File: src/rtl/pmu_pkg.sv
// Shared definitions for the PMU serial receive path: word width default,
// frame FSM encoding and a small saturating-counter helper.
package pmu_pkg;

    localparam int unsigned PMU_WORD_W = 32;

    typedef enum logic [1:0] {
        ST_IDLE  = 2'd0,
        ST_SHIFT = 2'd1,
        ST_DONE  = 2'd2
    } pmu_state_e;

    function automatic logic [15:0] sat_inc16(input logic [15:0] v);
        return (v == 16'hFFFF) ? v : v + 16'd1;
    endfunction

endpackage

File: src/rtl/pmu_word_fifo.sv
// First-word-fall-through word FIFO; a push into a full FIFO is accepted only
// when a pop frees a slot on the same edge, otherwise it is reported as dropped.
module pmu_word_fifo #(
    parameter int unsigned WORD_W = 32,
    parameter int unsigned DEPTH  = 4
) (
    input  logic              tck_i,
    input  logic              rst_ni,
    input  logic              push_i,
    input  logic [WORD_W-1:0] push_data_i,
    input  logic              ready_i,
    output logic [WORD_W-1:0] data_o,
    output logic              valid_o,
    output logic              accept_o,
    output logic              drop_o
);

    localparam int unsigned AW = $clog2(DEPTH);

    logic [WORD_W-1:0] mem_q [DEPTH];
    logic [AW:0]       wr_q;
    logic [AW:0]       rd_q;
    logic              empty;
    logic              full;
    logic              pop;

    assign empty    = (wr_q == rd_q);
    assign full     = (wr_q[AW] != rd_q[AW]) && (wr_q[AW-1:0] == rd_q[AW-1:0]);
    assign pop      = !empty && ready_i;
    assign accept_o = push_i && (!full || pop);
    assign drop_o   = push_i && full && !pop;
    assign valid_o  = !empty;
    // Gated so the head reads as zero while empty, including straight out of reset.
    assign data_o   = empty ? '0 : mem_q[rd_q[AW-1:0]];

    always_ff @(posedge tck_i or negedge rst_ni) begin
        if (!rst_ni) begin
            wr_q <= '0;
            rd_q <= '0;
        end else begin
            if (accept_o) wr_q <= wr_q + (AW+1)'(1);
            if (pop)      rd_q <= rd_q + (AW+1)'(1);
        end
    end

    always_ff @(posedge tck_i) begin
        if (accept_o) mem_q[wr_q[AW-1:0]] <= push_data_i;
    end

endmodule

File: src/rtl/pmu_stream_rx.sv
// Deserialises a TAP data-register stream into words, optionally checking a
// trailing two's-complement checksum word, and queues the data words.
module pmu_stream_rx
    import pmu_pkg::*;
#(
    parameter int unsigned WORD_W     = PMU_WORD_W,
    parameter int unsigned FIFO_DEPTH = 4
) (
    input  logic              tck_i,
    input  logic              rst_ni,
    input  logic              capture_i,
    input  logic              shift_i,
    input  logic              update_i,
    input  logic              td_i,
    input  logic              checksum_en_i,
    output logic              td_o,
    output logic [WORD_W-1:0] word_o,
    output logic              word_valid_o,
    input  logic              word_ready_i,
    output logic [15:0]       word_count_o,
    output logic              done_o,
    output logic              cs_ok_o,
    output logic              cs_err_o,
    output logic              frame_err_o,
    output logic              overflow_o
);

    localparam int unsigned CNT_W = $clog2(WORD_W);

    pmu_state_e        state_q, state_d;
    logic [CNT_W-1:0]  bit_cnt_q, bit_cnt_d;
    logic [WORD_W-1:0] shift_q, shift_d;
    logic [WORD_W-1:0] pend_q, pend_d;
    logic [WORD_W-1:0] push_data_q, push_data_d;
    logic [WORD_W-1:0] sum_q, sum_d;
    logic [15:0]       count_q, count_d;
    logic              cs_mode_q, cs_mode_d;
    logic              pend_v_q, pend_v_d;
    logic              push_v_q, push_v_d;
    logic              done_q, done_d;
    logic              cs_ok_q, cs_ok_d;
    logic              cs_err_q, cs_err_d;
    logic              frame_err_q, frame_err_d;
    logic              overflow_q, overflow_d;
    logic              td_q, td_d;

    logic              push_accept;
    logic              push_drop;
    logic [WORD_W-1:0] sum_eff;
    logic [WORD_W-1:0] shift_nxt;

    pmu_word_fifo #(
        .WORD_W (WORD_W),
        .DEPTH  (FIFO_DEPTH)
    ) u_fifo (
        .tck_i       (tck_i),
        .rst_ni      (rst_ni),
        .push_i      (push_v_q),
        .push_data_i (push_data_q),
        .ready_i     (word_ready_i),
        .data_o      (word_o),
        .valid_o     (word_valid_o),
        .accept_o    (push_accept),
        .drop_o      (push_drop)
    );

    // The sum seen by an update includes a push that lands on that same edge.
    assign sum_eff   = sum_q + (push_accept ? push_data_q : '0);
    assign shift_nxt = {td_i, shift_q[WORD_W-1:1]};

    always_comb begin
        state_d     = state_q;
        bit_cnt_d   = bit_cnt_q;
        shift_d     = shift_q;
        pend_d      = pend_q;
        pend_v_d    = pend_v_q;
        push_v_d    = 1'b0;
        push_data_d = push_data_q;
        sum_d       = sum_q;
        count_d     = count_q;
        cs_mode_d   = cs_mode_q;
        done_d      = done_q;
        cs_ok_d     = cs_ok_q;
        cs_err_d    = cs_err_q;
        frame_err_d = frame_err_q;
        overflow_d  = overflow_q;
        td_d        = td_q;

        if (push_accept) begin
            sum_d   = sum_eff;
            count_d = sat_inc16(count_q);
        end
        if (push_drop) overflow_d = 1'b1;

        if (capture_i) begin
            state_d     = ST_SHIFT;
            bit_cnt_d   = '0;
            pend_v_d    = 1'b0;
            sum_d       = '0;
            count_d     = '0;
            cs_mode_d   = checksum_en_i;
            done_d      = 1'b0;
            cs_ok_d     = 1'b0;
            cs_err_d    = 1'b0;
            frame_err_d = 1'b0;
            overflow_d  = 1'b0;
        end else if (state_q == ST_SHIFT) begin
            if (update_i) begin
                state_d     = ST_DONE;
                done_d      = 1'b1;
                frame_err_d = (bit_cnt_q != '0);
                pend_v_d    = 1'b0;
                if (cs_mode_q) begin
                    cs_ok_d  = pend_v_q && (pend_q == (~sum_eff + WORD_W'(1)));
                    cs_err_d = !(pend_v_q && (pend_q == (~sum_eff + WORD_W'(1))));
                end
            end else if (shift_i) begin
                shift_d = shift_nxt;
                td_d    = shift_nxt[0];
                if (bit_cnt_q == CNT_W'(WORD_W - 1)) begin
                    bit_cnt_d = '0;
                    if (cs_mode_q) begin
                        // Hold back each word: only the final one is the checksum.
                        pend_d   = shift_nxt;
                        pend_v_d = 1'b1;
                        if (pend_v_q) begin
                            push_v_d    = 1'b1;
                            push_data_d = pend_q;
                        end
                    end else begin
                        push_v_d    = 1'b1;
                        push_data_d = shift_nxt;
                    end
                end else begin
                    bit_cnt_d = bit_cnt_q + CNT_W'(1);
                end
            end
        end
    end

    always_ff @(posedge tck_i or negedge rst_ni) begin
        if (!rst_ni) begin
            state_q     <= ST_IDLE;
            bit_cnt_q   <= '0;
            shift_q     <= '0;
            pend_q      <= '0;
            pend_v_q    <= 1'b0;
            push_v_q    <= 1'b0;
            push_data_q <= '0;
            sum_q       <= '0;
            count_q     <= '0;
            cs_mode_q   <= 1'b0;
            done_q      <= 1'b0;
            cs_ok_q     <= 1'b0;
            cs_err_q    <= 1'b0;
            frame_err_q <= 1'b0;
            overflow_q  <= 1'b0;
            td_q        <= 1'b0;
        end else begin
            state_q     <= state_d;
            bit_cnt_q   <= bit_cnt_d;
            shift_q     <= shift_d;
            pend_q      <= pend_d;
            pend_v_q    <= pend_v_d;
            push_v_q    <= push_v_d;
            push_data_q <= push_data_d;
            sum_q       <= sum_d;
            count_q     <= count_d;
            cs_mode_q   <= cs_mode_d;
            done_q      <= done_d;
            cs_ok_q     <= cs_ok_d;
            cs_err_q    <= cs_err_d;
            frame_err_q <= frame_err_d;
            overflow_q  <= overflow_d;
            td_q        <= td_d;
        end
    end

    assign td_o         = td_q;
    assign word_count_o = count_q;
    assign done_o       = done_q;
    assign cs_ok_o      = cs_ok_q;
    assign cs_err_o     = cs_err_q;
    assign frame_err_o  = frame_err_q;
    assign overflow_o   = overflow_q;

endmodule

File: config.mk
export PLATFORM = sky130hd
export DESIGN_NAME = pmu_stream_rx
export DESIGN_NICKNAME = d
export VERILOG_FILES = /design/src/rtl/pmu_pkg.sv /design/src/rtl/pmu_word_fifo.sv /design/src/rtl/pmu_stream_rx.sv
export SDC_FILE = /design/constraint.sdc
export NUM_CORES = 1
export LEC_CHECK = 0
export ABC_AREA = 1
export BUFFER_PORTS_ARGS = -buffer_cell sky130_fd_sc_hd__buf_2
export CORE_ASPECT_RATIO = 1.4
export CORE_MARGIN = 2
export CORE_UTILIZATION = 45
export CTS_CLUSTER_DIAMETER = 30
export DETAILED_ROUTE_END_ITERATION = 16
export PLACE_DENSITY = 0.72
export SLEW_MARGIN = 25
export SYNTH_ARGS = -nofsm -noshare
export SYNTH_HDL_FRONTEND = slang
export SYNTH_SLANG_ARGS = --single-unit
File: constraint.sdc
create_clock -name tck_i -period 11.3 [get_ports tck_i]
set_input_delay 2.26 -clock tck_i [delete_from_list [all_inputs] [get_ports tck_i]]
set_output_delay 2.26 -clock tck_i [all_outputs]
set_load 0.02 [all_outputs]
# Word level (Yosys, flattened, before mapping)
# Memory sizes are Yosys's and may differ from the RTL's.
# Cells that the tools add are included.
[word_totals] wordCells=115 n_memories=1 register_bits=166 ram_bits=128 out_inout_bits=55 input_bits=8
[mem_list] name="u_fifo.mem_q" depth=4 width=32 read_ports=1 rd_clocked_by_memory_dff=0 write_ports=1 line="pmu_word_fifo.sv:20" rtl="logic [WORD_W-1:0] mem_q [DEPTH];"
[classes] n_eq_ne=10 n_addsub=6 mux=48 bitwise=3 n_reduce_logical=29
[op_table] cell="$mux 32" n=6
[op_table] cell="$mux 16" n=3
[op_table] cell="$add 32x1->32 const B" n=1
[op_table] cell="$add 32x32->32" n=1
[op_table] cell="$eq 32x32->1" n=1
[op_table] cell="$not 32->32" n=1
[op_table] cell="$mux 1" n=31
[op_table] cell="$mux 5" n=5
[op_table] cell="$add 16x1->16 const B" n=1
[op_table] cell="$eq 16x16->1 const B" n=1
[op_table] cell="$reduce_and 6->1" n=2
[op_table] cell="$reduce_bool 2->1" n=6
[op_table] cell="$reduce_bool 3->1" n=3
[op_table] cell="$reduce_and 4->1" n=2
[op_table] cell="$add 3x1->3 const B" n=2
[op_table] cell="$logic_and 1x1->1" n=6
[op_table] cell="$mux 2" n=3
[op_table] cell="$reduce_and 3->1" n=2
[op_table] cell="$add 5x1->5 const B" n=1
[op_table] cell="$eq 5x5->1 const B" n=1
[op_table] cell="$reduce_bool 5->1" n=1
[op_table] cell="$logic_not 1->1" n=4
[op_table] cell="$ne 2x2->1 const B" n=2
[op_table] cell="$reduce_and 2->1" n=2
[op_table] cell="7 further kinds" n=8

# Longest topological paths before layout
# Gate-level depths: netlist of the first run.
[logic_depth] ltp_word=16 mapped_depth=32 depth_no_buf=30

# Cells and area by module
# From an unflattened synthesis of the first run, not the netlist that was laid out.
[unflattened] cells_unflattened=2162 hier_area_um2=16589.7
[by_module_without_submodules] mod="pmu_stream_rx" area_per_inst_um2=11188.2 n_inst=1 cells_each=1724
[by_module_without_submodules] mod="pmu_word_fifo" area_per_inst_um2=5401.4 n_inst=1 cells_each=438

# Worst setup path after synthesis of the first run
# Ideal clock, no wire load.
[synth_timing] path_kind="input to register" startpoint="input word_ready_i" endpoint="register cs_err_q (netlist: cs_err_o)" path_stages=25 required_time_ns=11.184 n_path_buf=2 slack_ns=5.848 setup_ns=0.116 t_arrival_ns=5.335 cell_sequence="nor2_1 -> nand2_1 -> nand2_1 -> clkbuf_1 -> clkbuf_1 -> nor2_1 -> fa_1 -> inv_1 -> nand2_1 -> a21oi_2 -> nand3_1 -> nor2_1 -> nand3_2 -> nor2_4 -> nand3_4 -> nor2_8 -> nand3_2 -> clkinv_1 -> nand3_1 -> nand2_1 -> nand2_1 -> nor2_1 -> nand3_1 -> nand2_1 -> nand2_1"
[synth_between] elab_chain_cells=14
[synth_rtl] element="start: declaration" line="pmu_stream_rx.sv:19" rtl="input logic word_ready_i,"
[synth_rtl] element="$logic_and 1x1->1" line="pmu_word_fifo.sv:29" rtl="assign pop = !empty && ready_i;"
[synth_rtl] element="$logic_or 1x1->1" line="pmu_word_fifo.sv:30" rtl="assign accept_o = push_i && (!full || pop);"
[synth_rtl] element="$logic_and 1x1->1" line="pmu_word_fifo.sv:30"
[synth_rtl] element="$mux 32" line="pmu_stream_rx.sv:68" rtl="assign sum_eff = sum_q + (push_accept ? push_data_q : '0);"
[synth_rtl] element="$add 32x32->32" line="pmu_stream_rx.sv:68"
[synth_rtl] element="$not 32->32" line="pmu_stream_rx.sv:115" rtl="cs_err_d = !(pend_v_q && (pend_q == (~sum_eff + WORD_W'(1))));"
[synth_rtl] element="$add 32x1->32" line="pmu_stream_rx.sv:115"
[synth_rtl] element="$eq 32x32->1" line="pmu_stream_rx.sv:115"
[synth_rtl] element="$logic_and 1x1->1" line="pmu_stream_rx.sv:115"
[synth_rtl] element="$logic_not 1->1" line="pmu_stream_rx.sv:115"
[synth_rtl] element="$mux 1" line="pmu_stream_rx.sv:113" rtl="if (cs_mode_q) begin"
[synth_rtl] element="$mux 1" line="pmu_stream_rx.sv:108" rtl="if (update_i) begin"
[synth_rtl] element="$mux 1" line="pmu_stream_rx.sv:107" rtl="end else if (state_q == ST_SHIFT) begin"
[synth_rtl] element="$mux 1" line="pmu_stream_rx.sv:95" rtl="if (capture_i) begin"
[synth_rtl] element="end signal: assignment" line="pmu_stream_rx.sv:172" rtl="cs_err_q <= cs_err_d;"
[synth_rtl] element="end: declaration" line="pmu_stream_rx.sv:42" rtl="logic cs_err_q, cs_err_d;"
# No other way between the ends. The select of a mux whose other input is x is not followed.
# A chain may end at the register's enable or synchronous reset.

# Worst setup path in the final report of the first run
# Ends and elaborated chain as after synthesis.

==> results of run 1 <==
-- worst register-to-register path, delay by kind of cell, from the launching register on --
family | cells | cell delay [ns]
AOI/OAI and AO/OA | 1 | 0.27
adders and majority gates | 2 | 0.79
buffers and inverters | 4 | 1.63
DFF | 1 | 0.38
and+or+nand+nor | 22 | 2.59
-- Yosys cell counts, drive strengths merged (2+ instances only) --
cell type	n	area, um^2
nand2	613	2409
o21bai	2	15.01
o2111ai	2	17.52
edfxtp	128	3844
xnor2	5	43.79
buf	11	41.29
nor2	255	1071
o22ai	4	25.02
nand4	20	125.1
o21ai	182	914.6
o211ai	31	232.7
xor2	29	254.0
nand3	146	783.3
a21oi	33	180.2
a2bb2oi	3	26.28
nor3	11	55.05
and2	2	12.51
dfrtp	164	4104
ha	41	513.0
o32ai	32	280.3
clkbuf	57	214.0
nor4	2	12.51
clkinv	5	20.01
inv	313	1175
nand3b	6	45.04
-- power groups by stage --
stage	clock network (W)	logic (W)	registers, W
5_1_grt	0.00151	0.000670	0.00118
3_3_place_gp	0	0.000596	0.00119
4_1_cts	0.00146	0.000608	0.00117
3_5_place_dp	0	0.000606	0.00119
6_report	0.00144	0.000597	0.00117
2_1_floorplan	0	0.000412	0.00119
-- area by class of cell --
class | count | area, um^2
clock buffer | 55 | 1236
clock inverter | 29 | 359.1
fill | 3407 | 17020
inverter | 318 | 1195
multi-input combinational | 1425 | 7119
sequential | 292 | 7950
tap | 462 | 578.1
timing repair buffer | 79 | 456.7
-- cell usage in the layout, fill, tap and decap left out, types with 6 or more instances in the layout --
| cell type | n |
|---|---|
| nand3_1 | 136 |
| inv_6 | 8 |
| o21ai_0 | 177 |
| xor2_1 | 29 |
| nand4_1 | 20 |
| buf_4 | 16 |
| ha_1 | 41 |
| edfxtp_1 | 128 |
| nor3_1 | 11 |
| o211ai_1 | 31 |
| buf_2 | 61 |
| nand3b_1 | 6 |
| o32ai_1 | 32 |
| nor2_2 | 21 |
| inv_2 | 13 |
| nand3_2 | 8 |
| dfrtp_1 | 162 |
| clkbuf_16 | 47 |
| nor2_4 | 10 |
| a21oi_1 | 29 |
| clkinvlp_4 | 8 |
| nand2_1 | 571 |
| inv_1 | 299 |
| nand2_2 | 41 |
| nor2_1 | 223 |
-- cells by family (layout without fill, tap and decap cells) --
group	after synthesis	count (layout)	synth area share (%)
AOI/OAI and AO/OA	292	292	10.40
xor gates and xnor gates	34	34	1.808
adders and majority gates	42	42	3.236
buffers and inverters	386	481	8.804
DFF	292	292	48.25
muxes	1	1	0.06836
and+or+nand+nor	1056	1056	27.44
-- routing by layer --
layer	track usage [%]	part of all wire, %
met1	27.55	42
met2	38.89	48
met3	3.532	5.6
met4	11.11	4.7
met5	0	0
-- flip-flops by register name, indices dropped and copies added (netlist names), 3 cells and up --
name / cells
pend_q: 32
u_fifo.rd_q: 3
push_data_q: 32
word_count_o: 16
u_fifo.wr_q: 3
sum_q: 32
u_fifo.mem_q: 128
shift_q: 32
bit_cnt_q: 5
-- worst max path at each step --
stage | end | slack, ns | cells past startpoint
after floorplan | cs_err_o | 5.85 | 25
after global placement | cs_err_o | 4.92 | 28
after detailed placement | cs_err_o | 4.88 | 28
after CTS | cs_err_o | 5.43 | 28
after global routing | cs_err_o | 4.96 | 31
final | cs_err_o | 5.44 | 26
-- metrics by stage --
| stage | area, um^2 | instances | utilization, % | hold WS, ns |
|---|---|---|---|---|
| after floorplan | 16470 | 2103 | - | 0.4530 |
| after global placement | 17270 | 2575 | 48.10 | 0.4636 |
| after detailed placement | 17290 | 2576 | 48.15 | 0.4681 |
| after CTS | 18890 | 2660 | 52.60 | 0.4802 |
| after global routing | 18890 | 2660 | 52.62 | 0.5144 |
| final | 18890 | 2660 | 52.62 | 0.4790 |
==> flow_results.xml, run 1 <==
<?xml version="1.0" encoding="UTF-8"?>
<metrics>
  <group name="outcome">
    <metric name="run_status" unit="">complete, no violations</metric>
  </group>
  <group name="sta">
    <metric name="timing.max_slew.rel_slack" unit="%">39.83</metric>
    <metric name="setup_ws_post_layout" unit="ns">5.444</metric>
    <metric name="maxClockFrequency" unit="GHz">0.1708</metric>
    <metric name="maxSlewViolCount" unit="">0</metric>
    <metric name="finalWorstPathRequiredPeriod" unit="ns">5.856</metric>
    <metric name="max_slew.worst_pin.slew" unit="ns">0.9025</metric>
    <metric name="worst_clock_skew" unit="ns">0.01503</metric>
    <metric name="setup_violations" unit="">0</metric>
    <metric name="setup_total_negative_slack" unit="ns">0</metric>
    <metric name="rsz0062_at_grt" unit="">false</metric>
    <metric name="final_cycle_share" unit="%">51.82</metric>
    <metric name="number_of_hold_slack_violations_in_the_final_timing_report" unit="">0</metric>
  </group>
  <group name="power_and_ir_drop">
    <metric name="power.internal" unit="W">0.002228</metric>
    <metric name="pwr-share-seq" unit="%">36.6</metric>
    <metric name="pwr-share-comb" unit="%">18.6</metric>
    <metric name="power.share.clock" unit="%">44.8</metric>
    <metric name="vdd.ir_drop.worst" unit="mV">0.1965</metric>
    <metric name="power.density_cell_area" unit="nW/um^2">169.9</metric>
    <metric name="switching_part_of_the_total" unit="%">30.59</metric>
    <metric name="post-layout-total-power" unit="W">0.003210</metric>
    <metric name="power.net_switching" unit="W">0.0009818</metric>
    <metric name="total_leakage_power" unit="nW">8.796</metric>
  </group>
  <group name="synth">
    <metric name="yosysSeqAreaShare" unit="%">48.25</metric>
    <metric name="yosysWarningCount" unit="">0</metric>
    <metric name="synthesized_netlist_cell_count" unit="">2103</metric>
    <metric name="synth_fp_nets" unit="">2153</metric>
    <metric name="synth-seq-cells" unit="">292</metric>
    <metric name="post_synth_cell_types" unit="">43</metric>
    <metric name="async_reset_ff_share" unit="%">56.16</metric>
    <metric name="synth_enable_flop_cells" unit="">128</metric>
    <metric name="synth_flop_cell" unit="">dfrtp_1</metric>
    <metric name="synth.avg_cell_area" unit="um^2">7.833</metric>
    <metric name="netlist_area" unit="um^2">16470</metric>
  </group>
  <group name="critical_path">
    <metric name="crit_path_start_kind" unit="">input port</metric>
    <metric name="worst_path_dominant_cell_family" unit="">simple AND/OR/NAND/NOR gates</metric>
    <metric name="criticalPathCategory" unit="">in -&gt; reg</metric>
    <metric name="cp_slowest_cell" unit="">buf_4</metric>
    <metric name="critPathLaunch" unit="">word_ready_i</metric>
    <metric name="timing.critical_path.required" unit="ns">11.73</metric>
    <metric name="worst-r2r-setup-slack" unit="ns">5.54</metric>
    <metric name="cp.buffers_inverters" unit="">2</metric>
    <metric name="crit-reg2reg-capture" unit="">cs_err_o</metric>
    <metric name="timing.critical_path.to_type" unit="">flop</metric>
    <metric name="arrival" unit="ns">6.29</metric>
    <metric name="r2r-start" unit="">u_fifo.rd_q[0]</metric>
    <metric name="cpMostUsedCell" unit="">nand2_1</metric>
    <metric name="critical_path.max_stage_delay" unit="ns">0.61</metric>
    <metric name="r2r.worst_path.cells" unit="">29</metric>
    <metric name="crit_path_max_fanout" unit="">69</metric>
  </group>
  <group name="final_layout">
    <metric name="design.final.nets" unit="">2211</metric>
    <metric name="insertedDiodeCount" unit="">0</metric>
    <metric name="areaGrowthSynthToFinish" unit="%">14.71</metric>
    <metric name="post_route_cells_drive_above_1_share" unit="%">12.01</metric>
  </group>
  <group name="route">
    <metric name="drc" unit="">0</metric>
    <metric name="detail_route.first_pass.iterations" unit="">5</metric>
    <metric name="average_vias_per_placed_instance" unit="">5.292</metric>
    <metric name="drt-initial-drc-count" unit="">871</metric>
    <metric name="vias" unit="">14080</metric>
    <metric name="ant_nets" unit="">0</metric>
    <metric name="routed_wire_length_per_instance" unit="um">16.28</metric>
    <metric name="totalWireLength" unit="mm">43.31</metric>
  </group>
  <group name="floorplan">
    <metric name="core_region_area" unit="um^2">35910</metric>
    <metric name="die_w" unit="um">165.7</metric>
    <metric name="height_of_the_die" unit="um">230.4</metric>
    <metric name="ioPinCount" unit="">63</metric>
    <metric name="die_area" unit="um^2">38170</metric>
    <metric name="start_util" unit="%">45.87</metric>
    <metric name="core.rowCount" unit="">82</metric>
  </group>
  <group name="clock_network">
    <metric name="holdBufCountCts" unit="">0</metric>
    <metric name="cts.path.max_buffers" unit="">3</metric>
    <metric name="cts_repair_resize_count" unit="">0</metric>
    <metric name="numCtsBuffers" unit="">45</metric>
    <metric name="tritoncts_clock_tree" unit="">built</metric>
    <metric name="clock_sinks" unit="">292</metric>
    <metric name="clk_pin_slew_worst_paths" unit="ns">0.05</metric>
    <metric name="clock_root_buffer" unit="">clkbuf_16</metric>
    <metric name="postCtsSetupRepairBufs" unit="">0</metric>
    <metric name="htree_num_levels" unit="">2</metric>
    <metric name="insertion_delay" unit="ns">0.55</metric>
  </group>
  <group name="flow_run">
    <metric name="cap_violations" unit="">0</metric>
  </group>
  <group name="grt">
    <metric name="wire_length_of_the_first_global_routing_pass" unit="mm">69.90</metric>
    <metric name="grt.total_usage" unit="%">22.54</metric>
    <metric name="number_of_global_route_vias_before_repair" unit="">13810</metric>
    <metric name="grt_overflow" unit="">0</metric>
    <metric name="grt_start_max_net_pins" unit="">71</metric>
    <metric name="antenna_found_initial" unit="">0</metric>
  </group>
  <group name="placement">
    <metric name="dp_slack" unit="ns">4.877</metric>
    <metric name="placement.io_buffers" unit="">62</metric>
    <metric name="gpl.final_weighted_congestion" unit="">0.9525</metric>
    <metric name="detailed_place_hpwl" unit="mm">30.96</metric>
  </group>
  <group name="worst_hold_path">
    <metric name="min_delay_path_depth" unit="">2</metric>
    <metric name="timing.hold.worst.class" unit="">reg -&gt; reg</metric>
    <metric name="hold_path_startpoint" unit="">shift_q[9]</metric>
    <metric name="hold-path-endpoint" unit="">shift_q[8]</metric>
  </group>
</metrics>
(Power assumes the default switching activity.)
==> inputs of run 2 (changes only) <==
Clock period 11.3 ns to 5.5 ns, I/O delays scaled along.
==> flow_results.xml, run 2 (synthesis results as in run 1) <==
<?xml version="1.0" encoding="UTF-8"?>
<metrics>
  <group name="outcome">
    <metric name="run_status" unit="">complete, no violations</metric>
  </group>
  <group name="critical_path">
    <metric name="r2r.worst_path.cells" unit="">28</metric>
    <metric name="cp.buffers_inverters" unit="">4</metric>
    <metric name="crit_cells" unit="">28</metric>
    <metric name="cp-endpoint" unit="">cs_err_o</metric>
    <metric name="criticalPathCategory" unit="">reg -&gt; reg</metric>
    <metric name="cpMostUsedCell" unit="">nand2_1</metric>
    <metric name="worst_path_dominant_cell_family" unit="">simple AND/OR/NAND/NOR gates</metric>
    <metric name="timing.critical_path.to_type" unit="">flop</metric>
    <metric name="critPathLaunch" unit="">u_fifo.wr_q[0]</metric>
    <metric name="worst-r2r-setup-slack" unit="ns">0.80</metric>
    <metric name="r2r-start" unit="">u_fifo.wr_q[0]</metric>
    <metric name="critical_path.max_stage_delay" unit="ns">0.42</metric>
    <metric name="crit_path_max_fanout" unit="">23</metric>
    <metric name="crit_path_start_kind" unit="">flop</metric>
    <metric name="timing.critical_path.required" unit="ns">5.94</metric>
    <metric name="cp_slowest_cell" unit="">dfrtp_1</metric>
    <metric name="crit-reg2reg-capture" unit="">cs_err_o</metric>
    <metric name="arrival" unit="ns">5.14</metric>
  </group>
  <group name="route">
    <metric name="totalWireLength" unit="mm">44.36</metric>
    <metric name="drc" unit="">0</metric>
    <metric name="detail_route.first_pass.iterations" unit="">5</metric>
    <metric name="average_vias_per_placed_instance" unit="">5.261</metric>
    <metric name="drt-initial-drc-count" unit="">866</metric>
    <metric name="vias" unit="">14080</metric>
    <metric name="routed_wire_length_per_instance" unit="um">16.58</metric>
    <metric name="ant_nets" unit="">0</metric>
  </group>
  <group name="power_and_ir_drop">
    <metric name="total_leakage_power" unit="nW">8.961</metric>
    <metric name="vdd.ir_drop.worst" unit="mV">0.2453</metric>
    <metric name="power.density_cell_area" unit="nW/um^2">357.8</metric>
  </group>
  <group name="sta">
    <metric name="number_of_hold_slack_violations_in_the_final_timing_report" unit="">0</metric>
    <metric name="worst_clock_skew" unit="ns">0.02115</metric>
    <metric name="setup_total_negative_slack" unit="ns">0</metric>
    <metric name="finalWorstPathRequiredPeriod" unit="ns">4.698</metric>
    <metric name="final_cycle_share" unit="%">85.42</metric>
    <metric name="rsz0062_at_grt" unit="">false</metric>
    <metric name="timing.max_slew.rel_slack" unit="%">52.79</metric>
    <metric name="maxClockFrequency" unit="GHz">0.2128</metric>
    <metric name="max_slew.worst_pin.slew" unit="ns">0.7081</metric>
    <metric name="setup_violations" unit="">0</metric>
    <metric name="maxSlewViolCount" unit="">0</metric>
    <metric name="setup_ws_post_layout" unit="ns">0.8018</metric>
  </group>
  <group name="placement">
    <metric name="placement.io_buffers" unit="">62</metric>
    <metric name="placed_area" unit="um^2">17400</metric>
    <metric name="post-place-cells" unit="">2585</metric>
    <metric name="detailed_place_hpwl" unit="mm">32.42</metric>
    <metric name="dp_slack" unit="ns">0.4984</metric>
    <metric name="gpl.final_weighted_congestion" unit="">0.9614</metric>
  </group>
  <group name="floorplan">
    <metric name="start_util" unit="%">45.87</metric>
    <metric name="height_of_the_die" unit="um">230.4</metric>
    <metric name="ioPinCount" unit="">63</metric>
    <metric name="die_area" unit="um^2">38170</metric>
    <metric name="core.rowCount" unit="">82</metric>
    <metric name="core_region_area" unit="um^2">35910</metric>
    <metric name="die_w" unit="um">165.7</metric>
  </group>
  <group name="clock_network">
    <metric name="clk_pin_slew_worst_paths" unit="ns">0.06</metric>
    <metric name="cts.path.max_buffers" unit="">3</metric>
    <metric name="numCtsBuffers" unit="">48</metric>
    <metric name="postCtsSetupRepairBufs" unit="">0</metric>
    <metric name="cts_repair_resize_count" unit="">0</metric>
    <metric name="tritoncts_clock_tree" unit="">built</metric>
    <metric name="clock_sinks" unit="">292</metric>
    <metric name="htree_num_levels" unit="">2</metric>
    <metric name="clock_root_buffer" unit="">clkbuf_16</metric>
    <metric name="holdBufCountCts" unit="">0</metric>
    <metric name="insertion_delay" unit="ns">0.56</metric>
  </group>
  <group name="final_layout">
    <metric name="final_cell_mix" unit="">571 x nand2_1, 299 x inv_1, 223 x nor2_1</metric>
    <metric name="postLayoutCellArea" unit="um^2">19180</metric>
    <metric name="post_route_cells_drive_above_1_share" unit="%">12.83</metric>
    <metric name="filler_free_cell_count_of_the_finished_design" unit="">2676</metric>
    <metric name="insertedDiodeCount" unit="">0</metric>
    <metric name="largest_register_ffs" unit="">128</metric>
    <metric name="design.final.nets" unit="">2224</metric>
    <metric name="areaGrowthSynthToFinish" unit="%">16.43</metric>
    <metric name="layout.cells.most_common" unit="">nand2_1</metric>
  </group>
  <group name="grt">
    <metric name="number_of_global_route_vias_before_repair" unit="">13800</metric>
    <metric name="grt_start_max_net_pins" unit="">111</metric>
    <metric name="globalRouteMet2Util" unit="%">40.42</metric>
    <metric name="gr-max-usage-layer" unit="">met2</metric>
    <metric name="antenna_found_initial" unit="">1</metric>
    <metric name="fraction_of_met1_tracks_used_by_global_routing" unit="%">28.83</metric>
    <metric name="grt_overflow" unit="">0</metric>
    <metric name="grt.total_usage" unit="%">23.34</metric>
    <metric name="wire_length_of_the_first_global_routing_pass" unit="mm">71.33</metric>
    <metric name="grt_use_met3" unit="%">2.880</metric>
  </group>
  <group name="flow_run">
    <metric name="cap_violations" unit="">0</metric>
  </group>
  <group name="worst_hold_path">
    <metric name="timing.hold.worst.class" unit="">in -&gt; async</metric>
  </group>
</metrics>
-- run 2: worst reg2reg max path: cells and delay by family, from the launching register on --
kind	cells	cell delay [ns]
compound gates	1	0.27
buf+inv	4	0.52
flops	1	0.42
simple gates	22	2.98
fa+ha+maj	1	0.37
-- run 2: per-stage QoR --
| step | hold WS (ns) | util (%) | power (W) |
|---|---|---|---|
| final | 0.4874 | 53.41 | 0.006861 |
| after global routing | 0.5097 | 53.41 | 0.007165 |
| after CTS | 0.4869 | 53.33 | 0.006931 |
| after detailed placement | 0.4737 | 48.45 | 0.003698 |
| after global placement | 0.4629 | 48.33 | 0.003668 |
| after floorplan | 0.4530 | - | 0.003293 |
-- run 2: where the power goes --
part	internal, W	total, W	switching (W)
sequential	0.00235	0.00242	0.0000673
combinational	0.000360	0.00122	0.000864
clock	0.00205	0.00322	0.00117
-- run 2: area by class of cell --
type                    count  area (um^2)
well taps                 462        578.1
fillers                  3384        16730
flip-flops and latches    292         7950
multi-input cells        1425         7112
inverters                 318         1195
repair buffers             89        591.8
clock inverters            40        521.8
clock buffers              50         1230
-- run 2: per-layer routing --
metal  vias up  wire length, um
li1       6942                -
met1      6647            18530
met2       365            21520
met3       122             2038
met4         2             2263
met5         -               13
-- run 2: worst min-delay path by stage --
stage	slack [ns]	endpoint	start
6_report	0.49	shift_q[4]	rst_ni
5_1_grt	0.51	pend_q[25]	pend_q[25]
4_1_cts	0.49	shift_q[9]	shift_q[10]
3_5_place_dp	0.47	shift_q[9]	shift_q[10]
3_3_place_gp	0.46	shift_q[8]	shift_q[9]
2_1_floorplan	0.45	pend_q[12]	pend_q[12]
==> inputs of run 3 (changes only) <==
Settings changed: CORE_MARGIN 2 to not set, SETUP_SLACK_MARGIN set to 0.1.
Clock period 5.5 ns to 4.5 ns, I/O delays scaled along.
==> flow_results.xml, run 3 (synthesis results as in run 1) <==
<?xml version="1.0" encoding="UTF-8"?>
<metrics>
  <group name="final_layout">
    <metric name="areaGrowthSynthToFinish" unit="%">15.63</metric>
    <metric name="layout.cells.most_common" unit="">nand2_1</metric>
    <metric name="largest_register_ffs" unit="">128</metric>
    <metric name="post_route_cells_drive_above_1_share" unit="%">13.04</metric>
    <metric name="insertedDiodeCount" unit="">0</metric>
    <metric name="design.final.nets" unit="">2225</metric>
    <metric name="final_cell_mix" unit="">569 x nand2_1, 298 x inv_1, 219 x nor2_1</metric>
    <metric name="fillCellCount" unit="">3366</metric>
  </group>
  <group name="outcome">
    <metric name="run_status" unit="">complete, no violations</metric>
  </group>
  <group name="floorplan">
    <metric name="start_util" unit="%">45.87</metric>
    <metric name="core.rowCount" unit="">82</metric>
    <metric name="ioPinCount" unit="">63</metric>
    <metric name="die_area" unit="um^2">37380</metric>
    <metric name="core_region_area" unit="um^2">35910</metric>
    <metric name="die_w" unit="um">163.7</metric>
    <metric name="height_of_the_die" unit="um">228.4</metric>
  </group>
  <group name="route">
    <metric name="totalWireLength" unit="mm">42.87</metric>
    <metric name="drt-initial-drc-count" unit="">801</metric>
    <metric name="routed_wire_length_per_instance" unit="um">16.06</metric>
    <metric name="detail_route.first_pass.iterations" unit="">6</metric>
    <metric name="ant_nets" unit="">0</metric>
    <metric name="vias" unit="">14170</metric>
    <metric name="average_vias_per_placed_instance" unit="">5.309</metric>
    <metric name="drc" unit="">0</metric>
  </group>
  <group name="clock_network">
    <metric name="clock_sinks" unit="">292</metric>
    <metric name="holdBufCountCts" unit="">0</metric>
    <metric name="insertion_delay" unit="ns">0.55</metric>
    <metric name="tritoncts_clock_tree" unit="">built</metric>
    <metric name="clock_root_buffer" unit="">clkbuf_16</metric>
    <metric name="htree_num_levels" unit="">2</metric>
    <metric name="clk_pin_slew_worst_paths" unit="ns">0.06</metric>
    <metric name="numCtsBuffers" unit="">44</metric>
    <metric name="cts.path.max_buffers" unit="">3</metric>
  </group>
  <group name="power_and_ir_drop">
    <metric name="power.share.clock" unit="%">44.0</metric>
    <metric name="pwr-share-comb" unit="%">18.9</metric>
    <metric name="vdd.ir_drop.worst" unit="mV">0.3568</metric>
    <metric name="switching_part_of_the_total" unit="%">30.85</metric>
    <metric name="power.density_cell_area" unit="nW/um^2">417.2</metric>
    <metric name="power.net_switching" unit="W">0.002451</metric>
    <metric name="post-layout-total-power" unit="W">0.007946</metric>
    <metric name="power.internal" unit="W">0.005495</metric>
    <metric name="total_leakage_power" unit="nW">8.874</metric>
    <metric name="pwr-share-seq" unit="%">37.1</metric>
  </group>
  <group name="grt">
    <metric name="antenna_found_initial" unit="">0</metric>
    <metric name="number_of_global_route_vias_before_repair" unit="">13890</metric>
    <metric name="wire_length_of_the_first_global_routing_pass" unit="mm">69.27</metric>
    <metric name="grt_start_max_net_pins" unit="">102</metric>
    <metric name="grt_overflow" unit="">0</metric>
    <metric name="grt.total_usage" unit="%">23.43</metric>
  </group>
  <group name="sta">
    <metric name="setup_total_negative_slack" unit="ns">0</metric>
    <metric name="maxClockFrequency" unit="GHz">0.2498</metric>
    <metric name="rsz0062_at_grt" unit="">false</metric>
    <metric name="final_cycle_share" unit="%">88.97</metric>
    <metric name="maxSlewViolCount" unit="">0</metric>
    <metric name="timing.max_slew.rel_slack" unit="%">35.18</metric>
    <metric name="finalWorstPathRequiredPeriod" unit="ns">4.004</metric>
    <metric name="worst_clock_skew" unit="ns">0.01724</metric>
    <metric name="setup_ws_post_layout" unit="ns">0.4964</metric>
    <metric name="setup_violations" unit="">0</metric>
    <metric name="number_of_hold_slack_violations_in_the_final_timing_report" unit="">0</metric>
    <metric name="max_slew.worst_pin.slew" unit="ns">0.9663</metric>
  </group>
  <group name="critical_path">
    <metric name="cp.buffers_inverters" unit="">2</metric>
    <metric name="worst_path_dominant_cell_family" unit="">simple AND/OR/NAND/NOR gates</metric>
    <metric name="criticalPathCategory" unit="">reg -&gt; reg</metric>
    <metric name="crit-reg2reg-capture" unit="">cs_err_o</metric>
    <metric name="crit_path_max_fanout" unit="">5</metric>
    <metric name="crit_path_start_kind" unit="">flop</metric>
    <metric name="r2r-start" unit="">u_fifo.wr_q[1]</metric>
    <metric name="worst-r2r-setup-slack" unit="ns">0.50</metric>
    <metric name="arrival" unit="ns">4.43</metric>
    <metric name="r2r.worst_path.cells" unit="">27</metric>
    <metric name="cp_slowest_cell" unit="">fa_2</metric>
    <metric name="cpMostUsedCell" unit="">nand2_1</metric>
    <metric name="timing.critical_path.to_type" unit="">flop</metric>
    <metric name="timing.critical_path.required" unit="ns">4.92</metric>
    <metric name="critical_path.max_stage_delay" unit="ns">0.47</metric>
  </group>
  <group name="flow_run">
    <metric name="cap_violations" unit="">0</metric>
  </group>
  <group name="placement">
    <metric name="detailed_place_hpwl" unit="mm">30.81</metric>
    <metric name="dp_slack" unit="ns">0.1072</metric>
    <metric name="gpl.final_weighted_congestion" unit="">0.9938</metric>
    <metric name="placement.io_buffers" unit="">62</metric>
  </group>
  <group name="worst_hold_path">
    <metric name="timing.hold.worst.class" unit="">in -&gt; async</metric>
  </group>
</metrics>
==> run 3: timing repair <==
action	in CTS	in global routing
setup endpoints to repair	0	2
buffers inserted	0	0
resized for setup	0	18
==> run 3: through the flow <==
step	cells	area (um^2)	util (%)	hold WS [ns]
finish	2670	19050	53.04	0.3264
global route	2670	19050	53.04	0.3770
CTS	2669	18960	52.81	0.3437
detailed placement	2590	17430	48.54	0.4647
global placement	2589	17400	48.46	0.4611
floorplan	2103	16470	-	0.4530
==> run 3: worst max path at each step <==
stage	startpoint	to	depth (start not counted)
finish	u_fifo.wr_q[1]	cs_err_o	27
global route	u_fifo.wr_q[0]	cs_err_o	25
CTS	u_fifo.wr_q[0]	cs_err_o	27
detailed placement	word_ready_i	cs_err_o	26
global placement	word_ready_i	cs_err_o	26
floorplan	word_ready_i	cs_err_o	25
==> run 3: power groups by stage <==
stage          clock [W]  sequential (W)  combinational (W)
2_1_floorplan          0         0.00299            0.00104
3_5_place_dp           0         0.00300            0.00152
4_1_cts          0.00354         0.00295            0.00153
5_1_grt          0.00366         0.00296            0.00169
3_3_place_gp           0         0.00299            0.00149
6_report         0.00349         0.00295            0.00150
==> run 3: routing by layer <==
metal | part of all wire, % | vias up | global-route usage, % | routed length [um]
li1 | - | 6950 | - | -
met1 | 41 | 6688 | 28.69 | 17700
met2 | 49 | 418 | 40.25 | 20910
met3 | 5.2 | 118 | 3.175 | 2231
met4 | 4.7 | 0 | 11.31 | 2032
met5 | 0 | - | 0 | 0
==> run 3: final cells by class <==
cell class	count	area [um^2]	area share, %
inverter	318	1195	6.273
multi-input combinational	1425	7156	37.57
sequential	292	7950	41.74
clock buffer	50	1154	6.057
tap	462	578.1	3.035
timing repair buffer	94	633.1	3.324
clock inverter	29	381.6	2.004
